--- src/rtl/max_pool_window_sched.sv ---
// max_pool_window_sched
//   Streaming scheduler for a 2x2 / stride-2 max-pooling stage. Accepts a raster-order
//   stream of signed 16-bit pixels for one IMG_W x IMG_H feature map. Even rows go into
//   a one-row line buffer. On odd rows each completed 2x2 window is presented to an
//   external combinational pool unit, and the returned maximum is registered onto a
//   valid/ready output stream.
//
// Configuration macro: MAXPOOL_RELU_EN. When defined, a ReLU is fused into the output
//   register, so negative maxima become 0.
//
// Ports
//   clk, rst_n           clock, synchronous active-low reset
//   start                1-cycle pulse that begins a frame; only honoured in idle
//   in_data/valid/ready  pixel input stream
//   win_data             {cur[c], cur[c-1], lbuf[c], lbuf[c-1]} to the pool unit
//   pool_max             combinational signed max returned by the pool unit
//   out_data/valid/ready pooled result stream
//   busy                 high whenever a frame is in progress
//   frame_done           1-cycle pulse after the last result has been handed off
module max_pool_window_sched #(
  parameter int unsigned IMG_W = 8,
  parameter int unsigned IMG_H = 8
) (
  input  logic               clk,
  input  logic               rst_n,
  input  logic               start,
  input  logic signed [15:0] in_data,
  input  logic               in_valid,
  output logic               in_ready,
  output logic        [63:0] win_data,
  input  logic signed [15:0] pool_max,
  output logic signed [15:0] out_data,
  output logic               out_valid,
  input  logic               out_ready,
  output logic               busy,
  output logic               frame_done
);

  localparam int unsigned CW = (IMG_W > 2) ? $clog2(IMG_W) : 1;
  localparam int unsigned RW = (IMG_H > 2) ? $clog2(IMG_H) : 1;
  localparam logic [CW-1:0] ColLast = CW'(IMG_W - 1);
  localparam logic [RW-1:0] RowLast = RW'(IMG_H - 2);

  typedef enum logic [1:0] {StIdle, StFill, StPair, StDrain} state_e;

  state_e             state_q;
  logic [CW-1:0]      col_q;
  logic [RW-1:0]      row_q;
  logic signed [15:0] held_q;
  logic signed [15:0] out_data_q;
  logic               out_valid_q;
  logic               frame_done_q;
  logic signed [15:0] lbuf_q [IMG_W];

  logic [CW-1:0]      col_m1;
  logic               accept;
  logic               col_odd;
  logic signed [15:0] pool_res;

  assign col_m1  = col_q - CW'(1);
  assign col_odd = col_q[0];
  assign accept  = in_valid && in_ready;

  // Odd pair columns complete a window and need a free output slot; the slot also
  // counts as free when the current result is being taken this very cycle.
  always_comb begin
    in_ready = 1'b0;
    unique case (state_q)
      StFill:  in_ready = 1'b1;
      StPair:  in_ready = col_odd ? (!out_valid_q || out_ready) : 1'b1;
      default: in_ready = 1'b0;
    endcase
  end

  always_comb begin
    win_data = 64'h0;
    if (state_q == StPair && col_odd) begin
      win_data = {in_data, held_q, lbuf_q[col_q], lbuf_q[col_m1]};
    end
  end

  always_comb begin
`ifdef MAXPOOL_RELU_EN
    pool_res = pool_max[15] ? 16'sd0 : pool_max;
`else
    pool_res = pool_max;
`endif
  end

  always_ff @(posedge clk) begin
    if (!rst_n) begin
      state_q      <= StIdle;
      col_q        <= '0;
      row_q        <= '0;
      held_q       <= '0;
      out_data_q   <= '0;
      out_valid_q  <= 1'b0;
      frame_done_q <= 1'b0;
    end else begin
      frame_done_q <= 1'b0;
      // A load below overrides this, giving back-to-back results without a bubble.
      if (out_valid_q && out_ready) begin
        out_valid_q <= 1'b0;
      end
      unique case (state_q)
        StIdle: begin
          if (start) begin
            state_q <= StFill;
            row_q   <= '0;
            col_q   <= '0;
          end
        end
        StFill: begin
          if (accept) begin
            if (col_q == ColLast) begin
              col_q   <= '0;
              state_q <= StPair;
            end else begin
              col_q <= col_q + CW'(1);
            end
          end
        end
        StPair: begin
          if (accept) begin
            if (!col_odd) begin
              held_q <= in_data;
            end else begin
              out_data_q  <= pool_res;
              out_valid_q <= 1'b1;
            end
            if (col_q == ColLast) begin
              col_q <= '0;
              if (row_q == RowLast) begin
                state_q <= StDrain;
              end else begin
                row_q   <= row_q + RW'(2);
                state_q <= StFill;
              end
            end else begin
              col_q <= col_q + CW'(1);
            end
          end
        end
        StDrain: begin
          if (!out_valid_q || out_ready) begin
            state_q      <= StIdle;
            frame_done_q <= 1'b1;
          end
        end
        default: state_q <= StIdle;
      endcase
    end
  end

  // Line buffer is plain storage: every entry is rewritten on a fill row before it is read.
  always_ff @(posedge clk) begin
    if (state_q == StFill && accept) begin
      lbuf_q[col_q] <= in_data;
    end
  end

  assign out_data   = out_data_q;
  assign out_valid  = out_valid_q;
  assign busy       = (state_q != StIdle);
  assign frame_done = frame_done_q;

endmodule

--- config.mk ---
export PLATFORM = sky130hd
export DESIGN_NAME = max_pool_window_sched
export DESIGN_NICKNAME = d
export VERILOG_FILES = /design/src/rtl/max_pool_window_sched.sv
export SDC_FILE = /design/constraint.sdc
export NUM_CORES = 1
export LEC_CHECK = 0
export ABC_AREA = 1
export ABC_CLOCK_PERIOD_IN_PS = 6350
export CAP_MARGIN = 20
export CORE_MARGIN = 2
export CORE_UTILIZATION = 25
export CTS_CLUSTER_DIAMETER = 150
export DETAILED_ROUTE_END_ITERATION = 10
export PLACE_DENSITY_LB_ADDON = 0.25
export SLEW_MARGIN = 20
export SYNTH_ARGS = -nofsm -noshare
export SYNTH_HDL_FRONTEND = slang
export SYNTH_SLANG_ARGS = --single-unit
--- constraint.sdc ---
create_clock -name clk -period 6.35 [get_ports clk]
set_input_delay 1.27 -clock clk [delete_from_list [all_inputs] [get_ports clk]]
set_output_delay 1.27 -clock clk [all_outputs]
set_load 0.02 [all_outputs]
# [Word-level counts from Yosys, hierarchy flattened]
# Memories as Yosys holds them, arrays and structs flattened. A register that Yosys moved wholly into a read port is not among the register bits.
# Cells that the tools add are included.
[op_classes] n_reduce_logical=17 bitwise_logic=1 muxes=28 n_eq_ne=13 addsub=3
[ops] operator="64-bit 2-to-1 mux" n=1
[ops] operator="3-bit 2-to-1 mux" n=8
[ops] operator="2-bit 2-to-1 mux" n=7
[ops] operator="2-bit inequality test (second input constant)" n=6
[ops] operator="3-bit case mux with 2 select lines" n=2
[ops] operator="3-bit AND reduction" n=3
[ops] operator="1-bit 2-to-1 mux" n=8
[ops] operator="2-bit case mux with 4 select lines" n=1
[ops] operator="3-bit == test (second input constant)" n=2
[ops] operator="6-bit AND reduction" n=1
[ops] operator="2-bit nonzero test" n=3
[ops] operator="5-bit AND reduction" n=1
[ops] operator="2-bit == test (second input constant)" n=2
[ops] operator="1-bit logical AND" n=4
[ops] operator="2-bit by 1-bit inequality test with 1-bit output (second input constant)" n=2
[ops] operator="3-bit by 1-bit adder with 3-bit output (second input constant)" n=1
[ops] operator="3-bit by 2-bit adder with 3-bit output (second input constant)" n=1
[ops] operator="3-bit by 1-bit subtractor with 3-bit output (second input constant)" n=1
[ops] operator="2-bit by 1-bit == test with 1-bit output (second input constant)" n=1
[ops] operator="2-bit logical NOT" n=1
[ops] operator="1-bit case mux with 2 select lines" n=1
[ops] operator="2-bit AND reduction" n=1
[ops] operator="2-bit OR reduction" n=1
[ops] operator="1-bit logical NOT" n=1
[ops] operator="2 further kinds" n=2
[word_totals] ram_bits=128 in_bits=37 n_memories=1 regBits=42
[mem_list] name="lbuf_q" words=8 word_bits=16 read_ports=2 rd_ports_with_merged_regs=1 write_ports=1 line_no="53" rtl="logic signed [15:0] lbuf_q [IMG_W];"

# [Depth between registers and ports, before layout]
[depth] ltp_word=9 depth_mapped=12 depth_no_buf=10

# [Least setup slack after synthesis]
# Ideal clock, no wire load.
[synth_path] kind="input port to flip-flop" from="input out_ready" to="memory lbuf_q[1][0], enable pin" required_ps=5920 cell_stages=7 path_slack_ps=2557 arrival_time_ps=3363 path_cell_list="inv_1 -> nand2_1 -> nand2_1 -> nand2_1 -> nand3_2 -> buf_6 -> nor4_1"
[synth_between] elab_chain_len=7
[synth_rtl] element="start, declared" line_no="34" rtl="input logic out_ready,"
[synth_rtl] element="1-bit logical OR" line_no="70" rtl="StPair: in_ready = col_odd ? (!out_valid_q || out_ready) : 1'b1;"
[synth_rtl] element="1-bit 2-to-1 mux" line_no="70"
[synth_rtl] element="1-bit case mux with 2 select lines" line_no="68" rtl="unique case (state_q)"
[synth_rtl] element="1-bit logical AND" line_no="62" rtl="assign accept = in_valid && in_ready;"
[synth_rtl] element="1-bit logical AND" line_no="157" rtl="if (state_q == StFill && accept) begin"
[synth_rtl] element="1-bit 2-to-1 mux" line_no="157"
[synth_rtl] element="1-bit 2-to-1 mux (not written as such)" line_no="158" rtl="lbuf_q[col_q] <= in_data;"
[synth_rtl] element="end, declared" line_no="53"
# No other way between the ends.

# [Worst setup path in the final report]
[layout_path] from="register col_q[0]" to="output win_data[8]"
[layout_between] elab_chain_len=3
[layout_rtl] element="start, declared" line_no="47" rtl="logic [CW-1:0] col_q;"
[layout_rtl] element="start signal, assigned" line_no="119" rtl="col_q <= col_q + CW'(1);"
[layout_rtl] element="start signal, assigned" line_no="140" rtl="col_q <= col_q + CW'(1);"
[layout_rtl] element="3-bit by 1-bit subtractor with 3-bit output" line_no="60" rtl="assign col_m1 = col_q - CW'(1);"
[layout_rtl] element="memory 8 x 16 bit"
[layout_rtl] element="64-bit 2-to-1 mux *" line_no="77" rtl="if (state_q == StPair && col_odd) begin"
[layout_rtl] element="end, declared" line_no="30" rtl="output logic [63:0] win_data,"
# Mark *: on every way between the ends. The rest lies on a longest branch, timed or not.

==> impl_metrics.tcl <==
set metrics [dict create \
    status "finished clean" \
    die_h_um 185 \
    cp_slowest_stage_delay_ns 0.73 \
    gp_congestion 0.793 \
    ys_seq_elements 172 \
    path_clk_slew_ns 0.06 \
    start_util_pct 25.3 \
    path_buf_inv 3 \
    drcViolationCount 0 \
    cp_data_required_time_ns 5.08 \
    antenna_left 0 \
    path_cells "inv_4, ha_1, inv_1, a21oi_1, o21ai_0, nand2_1, o21ai_0, a31oi_1, clkdlybuf4s50_1" \
    grt_first_pass_wirelength_um 39100 \
    p_per_area_nw_per_um2 314 \
    post_cts_resized 0 \
    layout_min_cycle_time_ns 5.22 \
    cts_setup_buffers 0 \
    cp_common_cell "o21ai_0" \
    rows 66 \
    layout-drive-gt1-share_pct 7.43 \
    cp-end-kind "primary output" \
    hold_class "flop to flop" \
    die-width_um 185 \
    yosys_warnings 0 \
    synth_mux_area_share_pct 0 \
    worstPathMaxFanout 71 \
    ir_drop_v 0.000170 \
    fillers 3361 \
    synth_top_family_by_area "compound AO/OA/AOI/OAI gates" \
    synth_edf_count 128 \
    cts_sinks 172 \
    critPathSlowestCell "ha_1" \
    hold_viol 0 \
    cts_made_buffers 17 \
    tns_ns 0 \
    start_kind "flop" \
    grt_use_total_pct 15.1 \
    yosys.area_share.simple_pct 10.7 \
    drt_wl_total_um 25600 \
    dr.pass1.iters 5 \
    synthCells 901 \
    post-place-ws_ns 1.58 \
    diodes 0 \
    clock_latency_ns 0.43 \
    p_leak_uw 0.00361 \
    grt_overflow 0 \
    coreArea_um2 32500 \
    fin_nets 1042 \
    vias_per_cell 4.69 \
    worstMarginPinSlew_ns 1.04 \
    postCtsHoldBufs 0 \
    antenna_found_initial 0 \
    slew_headroom_pct 29.9 \
    drv_cap 0 \
    critPathTopFamily "buffers and inverters" \
    synth_compound_area_share_pct 22.0 \
    synth_xor_area_share_pct 0.107 \
    worstSetupPathType "flop to primary output" \
    skew_ns 0.0112 \
    slew_violations 0 \
    syn_avg_cell_area_um2 9.12 \
    root_buffer "clkbuf_16" \
    cts_tree "built" \
    critPathArrivalTime_ns 3.95 \
    min_path_cells 2 \
    synth_fa_ha_area_share_pct 1.37 \
    setup_viol_count_final 0 \
    htreeDepth 4 \
    reg2reg_depth 7 \
    synthFlopType "edfxtp_1" \
    dieArea_um2 34300 \
    grt_max_degree 73 \
    num_io_pins 121 \
    drtIter0Drc 485 \
    synthesis.area_um2 8220 \
    dpl.hpwl_um 16500 \
    rsz0062_at_grt "no" \
    synth_fp_nets 947 \
    ys_seq_area_share_pct 57.5 \
    grt_pass1_vias 6520 \
    area_growth_syn_to_layout_pct 27.2 \
    wire_per_inst_um 17.6 \
    async_flop_share_pct 0 \
    netlist-cell-type-count 32 \
    fmax_mhz 192 \
    clock_path_buffers 2 \
    timing.final.crit_share_pct 82.2 \
    num_vias 6805 \
    critical_path_depth 9 \
    setup_ws_ns 1.13 \
    port_buffers 120 \
]
layout by cell type, fill, tap and decap left out, types with 2 or more instances in the layout:
master           count
clkinv_2             2
o211ai_1            16
nor4_2               8
edfxtp_1           128
nand2_1             57
nand4_1              3
dfxtp_2              2
inv_4                4
o21ai_0            182
nor2_1             122
a21oi_1            103
ha_1                 9
o21ai_1              5
inv_2                3
nand3_1             14
clkbuf_16           19
inv_1               99
dfxtp_1             42
clkdlybuf4s50_1    120
nand3_2              4
buf_4               20
a31oi_1             32
state kept, by name (all words and copies together) (netlist names), named ones only:
signal / cells
held_q: 16
out_data: 16
row_q: 2
frame_done: 1
lbuf_q: 128
out_valid: 1
state_q: 2
col_q: 3
Yosys cell counts, drive strengths merged (3+ instances only):
cell type,instances,area [um^2]
nor4,8,50.1
o21ai,188,945
a21oi,105,541
dfxtp,44,881
nand4,3,18.8
nand2,59,231
buf,30,170
o211ai,16,120
nand3,18,105
nor2,123,469
edfxtp,128,3840
clkbuf,34,129
a31oi,32,200
ha,9,113
inv,101,382
power by group:
group,switching (uW),internal (uW)
registers,37.2,1240
clock network,440,560
logic,702,310
through the flow:
stage                     utilization (%)  power, uW  hold WS, ns  instances  instance area, um^2
after CTS                            32.2       3300        0.456       1451                10400
final                                32.2       3290        0.454       1451                10400
after global placement               30.4       2300        0.441       1419                 9880
after floorplan                         -       2000        0.430        901                 8220
after detailed placement             30.4       2300        0.445       1419                 9880
after global routing                 32.2       3490        0.483       1451                10400
logic make-up after synthesis:
kind of cell / count (synthesis)
flops: 172
compound gates: 341
fa+ha+maj: 9
xor+xnor: 1
simple gates: 212
buf+inv: 166
final timing paths:
check	end	startpoint	slack, ns
hold / removal	held_q[1]	held_q[1]	0.45
setup / recovery	win_data[8]	col_q[0]	1.13
hold reg to reg	held_q[1]	held_q[1]	0.45
setup reg to reg	lbuf_q[4][2]	state_q[0]	3.18
worst min-delay path, stage by stage (launching register included):
cell	delay, ns
dfxtp_1	0.30
inv_1	0.06
a21oi_1	0.06
layer usage:
metal / vias up / part of all wire, % / global-route usage, %
met5: - / 0 / 0
met4: 0 / 1.1 / 3.56
met3: 20 / 7.3 / 4.15
met2: 235 / 44 / 23.3
met1: 3241 / 47 / 20.8
li1: 3309 / - / -
cell type report:
type	count	area, um^2	share of cell area (%)
Clock buffer	22	500	4.79
Sequential cell	172	4730	45.2
Clock inverter	10	61.3	0.587
Inverter	102	385	3.69
Tap cell	442	553	5.29
Multi-Input combinational cell	563	2870	27.5
Timing Repair Buffer	140	1350	12.9
No activity file was read; power rests on OpenSTA's default activity.
==> edit 1: new RTL, config.mk and constraints unchanged <==
The option `MAXPOOL_RELU_EN` is turned on by a define.
--- a/src/rtl/max_pool_window_sched.sv
+++ b/src/rtl/max_pool_window_sched.sv
@@ -17,6 +17,8 @@
 //   out_data/valid/ready pooled result stream
 //   busy                 high whenever a frame is in progress
 //   frame_done           1-cycle pulse after the last result has been handed off
+`define MAXPOOL_RELU_EN
+
 module max_pool_window_sched #(
   parameter int unsigned IMG_W = 8,
   parameter int unsigned IMG_H = 8
Function: same outputs for any inputs over 10 cycles, from zero or initial values and one cycle with rst_n low; that may be too few to reach the edited logic, so the function may still have changed.
==> edit 1 against the original RTL <==
Synthesized area shrank 0.47%. Power grew 1.8%. Cell area shrank 0.60%. Sequential cell count shrank 1. Die area shrank 0.46%. Count of clock-buffer cells in the layout shrank 5. Hold slack gained 0.012 ns. Routed wire length shrank 1.6%. Largest power group unchanged. Worst setup slack gained 0.35 ns. Critical path depth is the same. Register-to-register slack gained 0.07 ns. Non-clock buffer count shrank 3.
==> edit 1: results (changes against the original RTL) <==
- Gpl congestion: 0.8169 (was 0.7926)
- Layout Skew: 0.01375 ns (was 0.01115 ns)
- CP arrival: 3.60 ns (was 3.95 ns)
- Initial antenna violation count: 0 (unchanged)
- Max reg flops: 128 (unchanged)
- Reg clk slew, reported paths: around 0.070 ns
- FF-to-FF Start: col_q[0] (was state_q[0])
- Setup TNS: 0 ns (unchanged)
- Num CTS Buffers: 17 (unchanged)
- Drt wl/cell: 17.34 um (was 17.61 um)
- Async set or reset register ratio after synthesis: 0% (unchanged)
- Clk root buf: clkbuf_16 (unchanged)
- Setup repair bufs after CTS: 0 (unchanged)
- 1st-iter DRT viols: 630 (was 485)
- CTS H-Tree Depth: 4 (unchanged)
- Clk_lat worst skew: 0.43 ns (about the same)
- Dpl hpwl: 16320 um (was 16460 um)
- First-pass GRT wire length: 38120 um (was 39100 um)
- Largest net degree at the start of global routing: 70 (was 73)
- Antenna Cells: 0 (unchanged)
- Hold Startpoint: out_data[6] (was held_q[1])
- Yosys Warn Count: 0 (unchanged)
- Worst-path fanout max: 17 (was 71)
- GR Util All Layers: 14.77% (was 15.07%)
- Fillers: 3416 (was 3361)
- Ys flop type: edfxtp_1 (unchanged)
- Port bufs: 119 (was 120)
- Crit path from: col_q[1] (was col_q[0])
- Biggest register: lbuf_q (unchanged)
- Normalized max-slew margin: 29.46% (was 29.92%)
- Layout cell share with drive strength beyond 1: 6.349% (was 7.433%)
- Sequential share of the synthesized area: 57.53% (was 57.50%)
- Status: completed (unchanged)
- Most frequent cells after synthesis: o21ai_0, edfxtp_1, a21oi_1 (was o21ai_0, edfxtp_1, nor2_1)
- Hold WC Path Type: flop to flop (unchanged)
- Leak: 3.553 nW (was 3.612 nW)
- Total iterations of the first detailed-routing run: 5 (unchanged)
- Top cells by area, synth: edfxtp_1, dfxtp_1, o21ai_0 (was edfxtp_1, o21ai_0, dfxtp_1)
- Synth cell types: 29 (was 32)
- Vias/cell: 4.639 (was 4.690)
- Final nets: 1041 (was 1042)
- Final setup viols: 0 (unchanged)
- Net Count, Synth: 948 (was 947)
- Post-CTS sizing: 0 (unchanged)
- Vias in the first global route: 6380 (was 6520)
- CTS max path bufs: 2 (unchanged)
- Post-route DRC: 0 (unchanged)
- EDFF count, synth: 128 (unchanged)
- VDD IR-drop max: 0.0002227 V (was 0.0001696 V)
edit 1: cell count changes in the layout (fill, tap and decap cells not counted), sizes merged, moves of 2 or more:
cell / delta
nor2: -17
clkbuf: -5
nand3: +9
a21oi: +12
o21ai: -15
nand2: +15
inv: +8
buf: -2
nor3: +3
nor4: -8
edit 1: area by class of cell:
type                       instances  share of cell area (%)
clock buffer                      17                   4.096
clock inverter                    15                   1.819
inverter                         106                   3.831
multi-input combinational        562                   26.84
sequential                       171                   45.32
tap                              442                   5.325
timing repair buffer             137                   12.77
edit 1: stage by stage:
stage,hold WS [ns],cells,cell area [sq um],setup slack [ns],utilization (%)
after floorplan,0.4909,902,8178,2.886,-
after global placement,0.4511,1418,9772,1.931,30.19
after detailed placement,0.4566,1418,9772,1.945,30.19
after CTS,0.4665,1450,10390,1.468,32.08
after global routing,0.4849,1450,10390,1.167,32.08
final,0.4664,1450,10390,1.482,32.08
edit 1: power breakdown:
part | total [W] | internal, W | switching [W]
logic | 0.00100 | 0.000294 | 0.000705
clock network | 0.00109 | 0.000574 | 0.000517
registers | 0.00125 | 0.00123 | 0.0000253
edit 1: kinds of logic after synthesis:
family	after synthesis	synth area share, %
simple gates	213	10.76
other cells	1	0.04586
xor+xnor	1	0.1071
flops	171	57.53
buf+inv	169	8.476
compound gates	338	21.71
fa+ha+maj	9	1.377
edit 1: worst paths after layout:
path	end	slack [ns]	depth (start not counted)
setup / recovery	win_data[13]	1.48	9
hold / removal	out_data[6]	0.47	2
setup reg to reg	lbuf_q[1][13]	3.25	11
hold reg to reg	out_data[6]	0.47	2
edit 1: layer usage:
| layer | routed length (um) | global-route usage (%) | part of all wire, % |
|---|---|---|---|
| met1 | 12070 | 20.86 | 48 |
| met2 | 11020 | 22.44 | 44 |
| met3 | 1779 | 3.500 | 7.1 |
| met4 | 282 | 4.254 | 1.1 |
| met5 | 0 | 0 | 0 |
edit 1: critical path, stage by stage (launching register included):
cell             delay (ns)
dfxtp_1                0.39
inv_1                  0.09
ha_1                   0.57
clkinv_1               0.65
a21oi_1                0.30
o21ai_0                0.11
nand2_1                0.09
o21ai_0                0.08
a31oi_1                0.20
clkdlybuf4s50_1        0.68
==> edit 2: new RTL, same settings <==
Made on the original files. Reset style: asynchronous (`rst_n`), changed in one clocked block. Comments in the files are not updated.
--- a/src/rtl/max_pool_window_sched.sv
+++ b/src/rtl/max_pool_window_sched.sv
@@ -87,7 +87,7 @@
 `endif
   end
 
-  always_ff @(posedge clk) begin
+  always_ff @(posedge clk or negedge rst_n) begin
     if (!rst_n) begin
       state_q      <= StIdle;
       col_q        <= '0;
Formal check against the unedited RTL: differs if rst_n is asserted again (counterexample within 4 cycles, from zero or initial values and one cycle with rst_n low); with rst_n held inactive, the same outputs for 10 cycles.
==> edit 2 against the original RTL <==
Combinational power increased by 73%. Routed wire length increased by 2.0%. First-iteration DRC count increased by 14%. Core utilization decreased by 0.63 points. Worst setup slack improved by 0.085 ns. Cell count increased by 0.62%. Power increased by 27%. Sequential cell count decreased by 3. Synthesized area increased by 3.2%. Critical path depth increased by 1. Clock skew decreased by 0.0018 ns. Cell area increased by 1.1%. Critical endpoint is now win_data[15].
==> edit 2: results (changes against the original RTL) <==
- Status: completed (unchanged)
- VDD IR-drop max: 0.0001993 V (was 0.0001696 V)
- GR Util met2: 22.34% (was 23.34%)
- GR Util met3: 2.471% (was 4.149%)
- Hold Path End: frame_done (was held_q[1])
- Placed Cells: 1429 (was 1419)
- Worst reg2reg endpoint: lbuf_q[2][11] (was lbuf_q[4][2])
- Non-CTS buffers: 137 (was 140)
- CP arrival: 3.86 ns (was 3.95 ns)
- 1st-iter DRT viols: 553 (was 485)
- Post-synthesis area per instance: 9.429 sq um (was 9.119 sq um)
- Met2 wire length: 11540 um (was 11280 um)
- Fraction of area in multi-input gates: 27.21% (was 27.47%)
- Place WS: 1.676 ns (was 1.576 ns)
- Sequential share of the synthesized area: 57.45% (was 57.50%)
- Net Count, Synth: 945 (was 947)
- Critical path's slowest cell: dfrtp_4 (was ha_1)
- Largest stage delay, worst path: 0.96 ns (was 0.73 ns)
- DP Area: 10010 sq um (was 9882 sq um)
- Routed length on met3: 1171 um (was 1871 um)
- First-pass GRT wire length: 39200 um (was 39100 um)
- Synth cell types: 36 (was 32)
- Largest net degree at the start of global routing: 92 (was 73)
- Worst setup endpoint: win_data[15] (was win_data[8])
- Worst-path fanout max: 91 (was 71)
- Final Non-Filler Cells: 1460 (was 1451)
- Signal inverters: 99 (was 102)
- Crit path from: col_q[0] (unchanged)
- Vias in the first global route: 6355 (was 6520)
- Async set or reset register ratio after synthesis: 24.26% (was 0%)
- Clock buf count: 17 (was 22)
- Dpl hpwl: 17300 um (was 16460 um)
- Final critical-path required period: 5.133 ns (was 5.218 ns)
- Hold Startpoint: out_valid (was held_q[1])
- Top cells by area, synth: edfxtp_1, dfrtp_1, nand2_1 (was edfxtp_1, o21ai_0, dfxtp_1)
- Layout Skew: 0.009383 ns (was 0.01115 ns)
- Hold WS: 0.4622 ns (was 0.4542 ns)
- Hold path cells: 1 (was 2)
- Reg-to-reg slack, setup: 3.15 ns (was 3.18 ns)
- Buffering overhead: 12.56% (was 12.93%)
- Register area: 4873 sq um (was 4727 sq um)
- Final nets: 1046 (was 1042)
- Layout cell share with drive strength beyond 1: 7.115% (was 7.433%)
- Met1 Track Usage GR: 21.11% (was 20.82%)
- Leak: 4.074 nW (was 3.612 nW)
## edit 2: changes by cell type in the layout (fill, tap and decap cells not counted), sizes merged, moves of 24 or more
| cell | delta |
|---|---|
| dfxtp | -44 |
| o21ai | -35 |
| nor2 | -36 |
| a31oi | -32 |
| dfrtp | +41 |
| nand2 | +116 |
| a21oi | -24 |
## edit 2: where the power goes
| part | internal, W | switching, W | leakage, nW |
|---|---|---|---|
| Clock | 0.000538 | 0.000445 | 0.253 |
| Sequential | 0.00133 | 0.000111 | 1.66 |
| Combinational | 0.000607 | 0.00114 | 2.16 |
| Total | 0.00247 | 0.00170 | 4.07 |
## edit 2: cells by family after synthesis
kind of cell / share of synthesized area [%]
DFF: 57.45
AOI/OAI and AO/OA: 17.59
buffers and inverters: 8.753
adders and majority gates: 1.328
xor gates and xnor gates: 0.1919
and+or+nand+nor: 14.69
